### config.mk
export PLATFORM = sky130hd
export DESIGN_NAME = multicycle_issue
export DESIGN_NICKNAME = d
export VERILOG_FILES = /design/src/rtl/multicycle_issue_pkg.sv /design/src/rtl/multicycle_issue_operand_prep.sv /design/src/rtl/multicycle_issue.sv
export SDC_FILE = /design/constraint.sdc
export NUM_CORES = 1
export LEC_CHECK = 0
export ABC_AREA = 1
export CORE_MARGIN = 4
export CORE_UTILIZATION = 38
export CTS_CLUSTER_SIZE = 14
export DETAILED_ROUTE_END_ITERATION = 8
export GPL_ROUTABILITY_DRIVEN = 0
export PLACE_DENSITY = 0.77
export SLEW_MARGIN = 20
export SYNTH_ARGS = -nofsm -noshare
export SYNTH_HDL_FRONTEND = slang
export SYNTH_SLANG_ARGS = --single-unit
### constraint.sdc
create_clock -name clk -period 1.4 [get_ports clk]
set_input_delay 0.14 -clock clk [delete_from_list [all_inputs] [get_ports clk]]
set_output_delay 0.14 -clock clk [all_outputs]
set_load 0.02 [all_outputs]
### src/rtl/multicycle_issue_pkg.sv
// Shared types and helpers for the multi-cycle mul/div issue front end.
//   op_t        decoded M-extension operation
//   mcstate_t   issue FSM state encoding
//   is_muldiv, is_unsigned_div, is_w_div   op classification helpers
package multicycle_issue_pkg;

    localparam int unsigned XLEN_DEF     = 64;
    localparam int unsigned WDOG_CYC_DEF = 128;

    typedef enum logic [3:0] {
        ALU_NOP,
        MUL,
        MULW,
        DIV,
        DIVU,
        REM,
        REMU,
        DIVW,
        DIVUW,
        REMW,
        REMUW
    } op_t;

    typedef enum logic [2:0] {
        IDLE,
        LAUNCH,
        BUSY,
        HOLD,
        DRAIN
    } mcstate_t;

    function automatic logic is_muldiv(op_t op);
        return op != ALU_NOP;
    endfunction

    function automatic logic is_unsigned_div(op_t op);
        return op inside {DIVU, REMU, DIVUW, REMUW};
    endfunction

    // W-form divides/remainders are the only ops whose operands get reshaped
    function automatic logic is_w_div(op_t op);
        return op inside {DIVW, DIVUW, REMW, REMUW};
    endfunction

endpackage

### src/rtl/multicycle_issue_operand_prep.sv
// Combinational W-form shaping for the mul/div unit.
//   op, a_raw, b_raw   -> a_prep, b_prep   operand extension of bits [31:0]
//   res_w, res_raw     -> res_ext          sign-extension of W-form results
module multicycle_issue_operand_prep
    import multicycle_issue_pkg::*;
#(
    parameter int unsigned XLEN = XLEN_DEF
) (
    input  op_t             op,
    input  logic [XLEN-1:0] a_raw,
    input  logic [XLEN-1:0] b_raw,
    input  logic            res_w,
    input  logic [XLEN-1:0] res_raw,
    output logic [XLEN-1:0] a_prep,
    output logic [XLEN-1:0] b_prep,
    output logic [XLEN-1:0] res_ext
);

    localparam int unsigned HI_W = XLEN - 32;

    // Signed W divides see sext operands, unsigned ones zext; MULW passes through
    always_comb begin
        a_prep = a_raw;
        b_prep = b_raw;
        if (is_w_div(op)) begin
            if (is_unsigned_div(op)) begin
                a_prep = {{HI_W{1'b0}}, a_raw[31:0]};
                b_prep = {{HI_W{1'b0}}, b_raw[31:0]};
            end else begin
                a_prep = {{HI_W{a_raw[31]}}, a_raw[31:0]};
                b_prep = {{HI_W{b_raw[31]}}, b_raw[31:0]};
            end
        end
    end

    assign res_ext = res_w ? {{HI_W{res_raw[31]}}, res_raw[31:0]} : res_raw;

endmodule

### src/rtl/multicycle_issue.sv
// Execute-stage front end for the multi-cycle mul/div unit.
//   in : clk, reset (async, active-low), valid_in, op_in, is_32instr, a_in, b_in,
//        flush, res_ready, mc_result, mc_doing
//   out: mc_op, mc_a, mc_b (held while the unit runs), stall (combinational),
//        res_valid, result, wdog_err (sticky)
module multicycle_issue
    import multicycle_issue_pkg::*;
#(
    parameter int unsigned XLEN     = XLEN_DEF,
    parameter int unsigned WDOG_CYC = WDOG_CYC_DEF
) (
    input  logic            clk,
    input  logic            reset,
    input  logic            valid_in,
    input  op_t             op_in,
    input  logic            is_32instr,
    input  logic [XLEN-1:0] a_in,
    input  logic [XLEN-1:0] b_in,
    input  logic            flush,
    input  logic            res_ready,
    output op_t             mc_op,
    output logic [XLEN-1:0] mc_a,
    output logic [XLEN-1:0] mc_b,
    input  logic [XLEN-1:0] mc_result,
    input  logic            mc_doing,
    output logic            stall,
    output logic            res_valid,
    output logic [XLEN-1:0] result,
    output logic            wdog_err
);

    localparam int unsigned WCW = $clog2(WDOG_CYC + 1);

    mcstate_t        state_q, state_d;
    op_t             op_q, op_d;
    logic [XLEN-1:0] a_q, a_d;
    logic [XLEN-1:0] b_q, b_d;
    logic            w_q, w_d;
    logic [XLEN-1:0] result_q, result_d;
    logic            res_valid_q, res_valid_d;
    logic [WCW-1:0]  wdog_cnt_q, wdog_cnt_d;
    logic            wdog_err_q, wdog_err_d;

    logic [XLEN-1:0] a_prep, b_prep, res_ext;

    multicycle_issue_operand_prep #(
        .XLEN (XLEN)
    ) u_prep (
        .op      (op_in),
        .a_raw   (a_in),
        .b_raw   (b_in),
        .res_w   (w_q),
        .res_raw (mc_result),
        .a_prep  (a_prep),
        .b_prep  (b_prep),
        .res_ext (res_ext)
    );

    // Next-state, operand capture, stall and watchdog
    always_comb begin
        state_d     = state_q;
        op_d        = op_q;
        a_d         = a_q;
        b_d         = b_q;
        w_d         = w_q;
        result_d    = result_q;
        res_valid_d = 1'b0;
        stall       = 1'b0;
        wdog_cnt_d  = wdog_cnt_q;
        wdog_err_d  = wdog_err_q | (wdog_cnt_q == WCW'(WDOG_CYC));

        unique case (state_q)
            IDLE: begin
                if (valid_in && !flush && is_muldiv(op_in)) begin
                    state_d    = LAUNCH;
                    op_d       = op_in;
                    a_d        = a_prep;
                    b_d        = b_prep;
                    w_d        = is_32instr;
                    wdog_cnt_d = '0;
                    stall      = 1'b1;
                end
            end
            // mc_doing can still reflect the previous op here, so it is not looked at
            LAUNCH: begin
                stall   = !flush;
                state_d = flush ? DRAIN : BUSY;
            end
            BUSY: begin
                stall = !flush;
                if (wdog_cnt_q != WCW'(WDOG_CYC)) begin
                    wdog_cnt_d = wdog_cnt_q + WCW'(1);
                end
                if (flush) begin
                    state_d = DRAIN;
                end else if (!mc_doing) begin
                    result_d    = res_ext;
                    res_valid_d = 1'b1;
                    state_d     = HOLD;
                end
            end
            HOLD: begin
                stall       = !(res_ready || flush);
                res_valid_d = !(res_ready || flush);
                if (res_ready || flush) begin
                    state_d = IDLE;
                end
            end
            // Squashed op still running in the unit; keep its operands stable
            DRAIN: begin
                stall = valid_in;
                if (wdog_cnt_q != WCW'(WDOG_CYC)) begin
                    wdog_cnt_d = wdog_cnt_q + WCW'(1);
                end
                if (!mc_doing) begin
                    state_d = IDLE;
                end
            end
            default: begin
                state_d = IDLE;
            end
        endcase
    end

    always_ff @(posedge clk or negedge reset) begin
        if (!reset) begin
            state_q     <= IDLE;
            op_q        <= ALU_NOP;
            a_q         <= '0;
            b_q         <= '0;
            w_q         <= 1'b0;
            result_q    <= '0;
            res_valid_q <= 1'b0;
            wdog_cnt_q  <= '0;
            wdog_err_q  <= 1'b0;
        end else begin
            state_q     <= state_d;
            op_q        <= op_d;
            a_q         <= a_d;
            b_q         <= b_d;
            w_q         <= w_d;
            result_q    <= result_d;
            res_valid_q <= res_valid_d;
            wdog_cnt_q  <= wdog_cnt_d;
            wdog_err_q  <= wdog_err_d;
        end
    end

    assign mc_op     = op_q;
    assign mc_a      = a_q;
    assign mc_b      = b_q;
    assign result    = result_q;
    assign res_valid = res_valid_q;
    assign wdog_err  = wdog_err_q;

endmodule

==> metrics.cfg <==
[run_status]
status=finished with violations
violations=negative setup slack

[timing]
finalSetupViolations=214
skew_ps=28.2
max_freq_mhz=560
timing.final.crit_share_pct=128
slew_violations=0
worstMarginPinSlew_ps=354
min_period_ps=1790
finalHoldViolCount=0
worst_slack_ps=-385
worst_hold_slack_ps=120
max_slew_margin_pct=76.3
rsz0062_at_grt=true

[synth]
synth_cells=1167
synthXorXnorAreaFrac_pct=0.192
syn_area_per_cell_sq_um=7.81
yosysTopAreaCellShare_pct=57.7
ys_warn_count=0
syn_area_sq_um=9110
async_flop_share_pct=100
synth_common_cells=566 x nand2_1, 210 x dfrtp_1, 207 x nor2_1, 47 x inv_1, 37 x o21ai_0
synth_edf_count=0
synth_cell_type_count=24
yosys.area.top_type=dfrtp_1
synth-compound-area-share_pct=2.81
synth.most_common_cell=nand2_1
synth_top_family_by_area=simple AND/OR/NAND/NOR gates
synthesis.nets=1372
ys_seq_area_share_pct=57.7
synth-simple-area-share_pct=33.2
synth_area_leaders=dfrtp_1 58%, nand2_1 23%, nor2_1 8.5%
synthAdderAreaFrac_pct=0.275
synth_ff_type=dfrtp_1
synth_mux_area_share_pct=0
ys_ff_latch=210

[worst_setup_path]
cp.arrival_ps=1650
end_kind=output port
crit_family=flip-flops
cp_num_cells=5
cp-start-kind=flop
worst_ep_required_time_ps=1260
cpMaxStageDelayCell=dfrtp_2
path_max_fanout=4
path_class=reg2out
critical_path_buf_inv_count=2
critPathMaxStageDelay_ps=450
reg2reg_depth=10
path_cells=buf_6 -> nor2_2 -> nand4_1 -> o211ai_1 -> buf_4

[cells_and_area]
drive_gt1_share_pct=25.7
antennaDiodeCount=0
syn2layout_area_growth_pct=79.9
nNetsFinal=1837
fin_area_sq_um=16400
multi_input_area_sq_um=4310
fillerInstances=1765
seqCellArea_sq_um=5260

[power_and_ir_drop]
p_per_area_nw_per_um2=2090
ir_drop_uv=1310
power_mw=34.3
power_leakage_nw=8.18

[detailed_routing]
drc=0
post_drt_wl_per_cell_microns=18.8
drtAntennaViolNets=0
initialDrtViolationCount=638
finalWirelength_mm=37.0
routed_via_density=4.91
drt_pass1_iterations=5
vias=9666

[clock_tree]
tritoncts=yes
path_clk_slew_ps=60
cts_htree_levels=1
cts_root_buffer=clkbuf_16
numCtsBuffers=24
clk_latency_ps=530
cts_num_sinks=210
clock_path_buffers=3

[placed_design]
dp_slack_ps=-705
place_area_sq_um=13800
portBuffers=401
hpwl_mm=22.1

[floorplan]
die_area_sq_um=26500
die_x_microns=163
start_util_pct=38.7
fp.dieH_microns=163
ioPinCount=402
fp-row-count=56
core_area_sq_um=23500

[grt]
antenna_found_initial=0
grt_pass1_wl_mm=49.9
grtUsageTotal_pct=23.5
overflow=0
grt_max_degree=52
grt_pass1_vias=9171

[run]
drv_cap=0

[min_path]
hold_class=in2async

[metrics by stage]
stage          utilization, %  setup TNS [ps]  cells
5_1_grt                  69.7          -46900   1967
4_1_cts                  63.3          -35850   1937
3_5_place_dp             58.5          -94230   1875
6_report                 69.7          -30570   1967
3_3_place_gp             58.5          -89740   1875
2_1_floorplan               -               0   1167
[metal layers]
| metal | wire length, microns | track usage (%) |
|---|---|---|
| met5 | 0 | 0 |
| met4 | 1460 | 7.97 |
| met3 | 3550 | 8.12 |
| met2 | 18500 | 39.6 |
| met1 | 13500 | 28.3 |
[final cells by class]
| class | instances | share of cell area, % |
|---|---|---|
| repair buffers | 499 | 32.8 |
| flip-flops and latches | 210 | 32.1 |
| multi-input cells | 847 | 26.3 |
| clock buffers | 34 | 4.32 |
| well taps | 319 | 2.43 |
| inverters | 49 | 1.30 |
| clock inverters | 8 | 0.633 |
| repair inverters | 1 | 0.122 |
[power breakdown]
group	switching [mW]	leakage, nW	internal (mW)	total (mW)
clock network	2.52	0.401	3.88	6.40
registers	2.03	2.58	8.89	10.9
logic	9.84	5.21	7.18	17.0
total	14.4	8.18	20.0	34.3
[path summary, 6_finish.rpt]
check	from	endpoint	slack, ps
min	reset	result[16]$_DFFE_PN0P_	120
max reg2reg	state_q[1]$_DFFE_PN0P_	mc_a[46]$_DFFE_PN0P_	-290
min reg2reg	result[4]$_DFFE_PN0P_	result[4]$_DFFE_PN0P_	460
max	state_q[2]$_DFFE_PN0P_	stall	-390
max in group asynchronous	reset	state_q[0]$_DFFE_PN0P_	640
min in group clk	a_in[7]	mc_a[7]$_DFFE_PN0P_	150
[cells by family (layout without fill, tap and decap cells)]
group	count (synthesis)	after routing
simple gates	794	794
flops	210	210
buf+inv	110	591
compound gates	49	49
fa+ha+maj	2	2
xor+xnor	2	2
[worst register-to-register path: stages, from the launching register on]
cell	delay, ps
dfrtp_2	450
nor2_4	170
nand2_4	80
nor2_4	90
buf_6	120
buf_12	130
buf_12	160
clkbuf_16	180
nand2_4	50
nor2_2	110
nor2_1	60
[placed cells by master (no fill, tap or decap), types with 2 or more instances in the layout]
master             n
clkbuf_16         40
a21oi_1            2
nand2_4           68
bufinv_16          2
o211ai_1           2
nand2_2           89
dlygate4sd2_1     79
nand4_1            4
dfrtp_2            3
buf_12            25
inv_1             45
clkbuf_8           8
buf_16            15
clkdlybuf4s15_1   66
nor2_4            19
clkbuf_1           3
clkinv_2           4
ha_1               2
dfrtp_1          207
o21ai_1            5
buf_8              4
clkbuf_2          47
nor2_2            43
o21ai_0           37
nand3_1           11
buf_6              9
clkdlybuf4s50_1  201
clkdlybuf4s15_2    6
nand2_1          409
or2_2              2
inv_2              2
nor2_1           147
buf_4             29
[state kept, by name, summed over array words and instances, names as in the netlist]
signal and cells:
wdog_err 1, result 64, wdog_cnt_q 8, mc_b 64, mc_a 64, w_q 1
mc_op 4, state_q 3, res_valid 1
[timing repair]
item | in CTS | in global routing
pin swaps | 2 | 156
gates resized for setup | 256 | 483
endpoints found under the setup margin | 401 | 316
cloned | 14 | 20
hold buffers | 1 | 0
setup buffers | 5 | 12
hold endpoints to repair | 210 | 0
(Power assumes the default switching activity.)
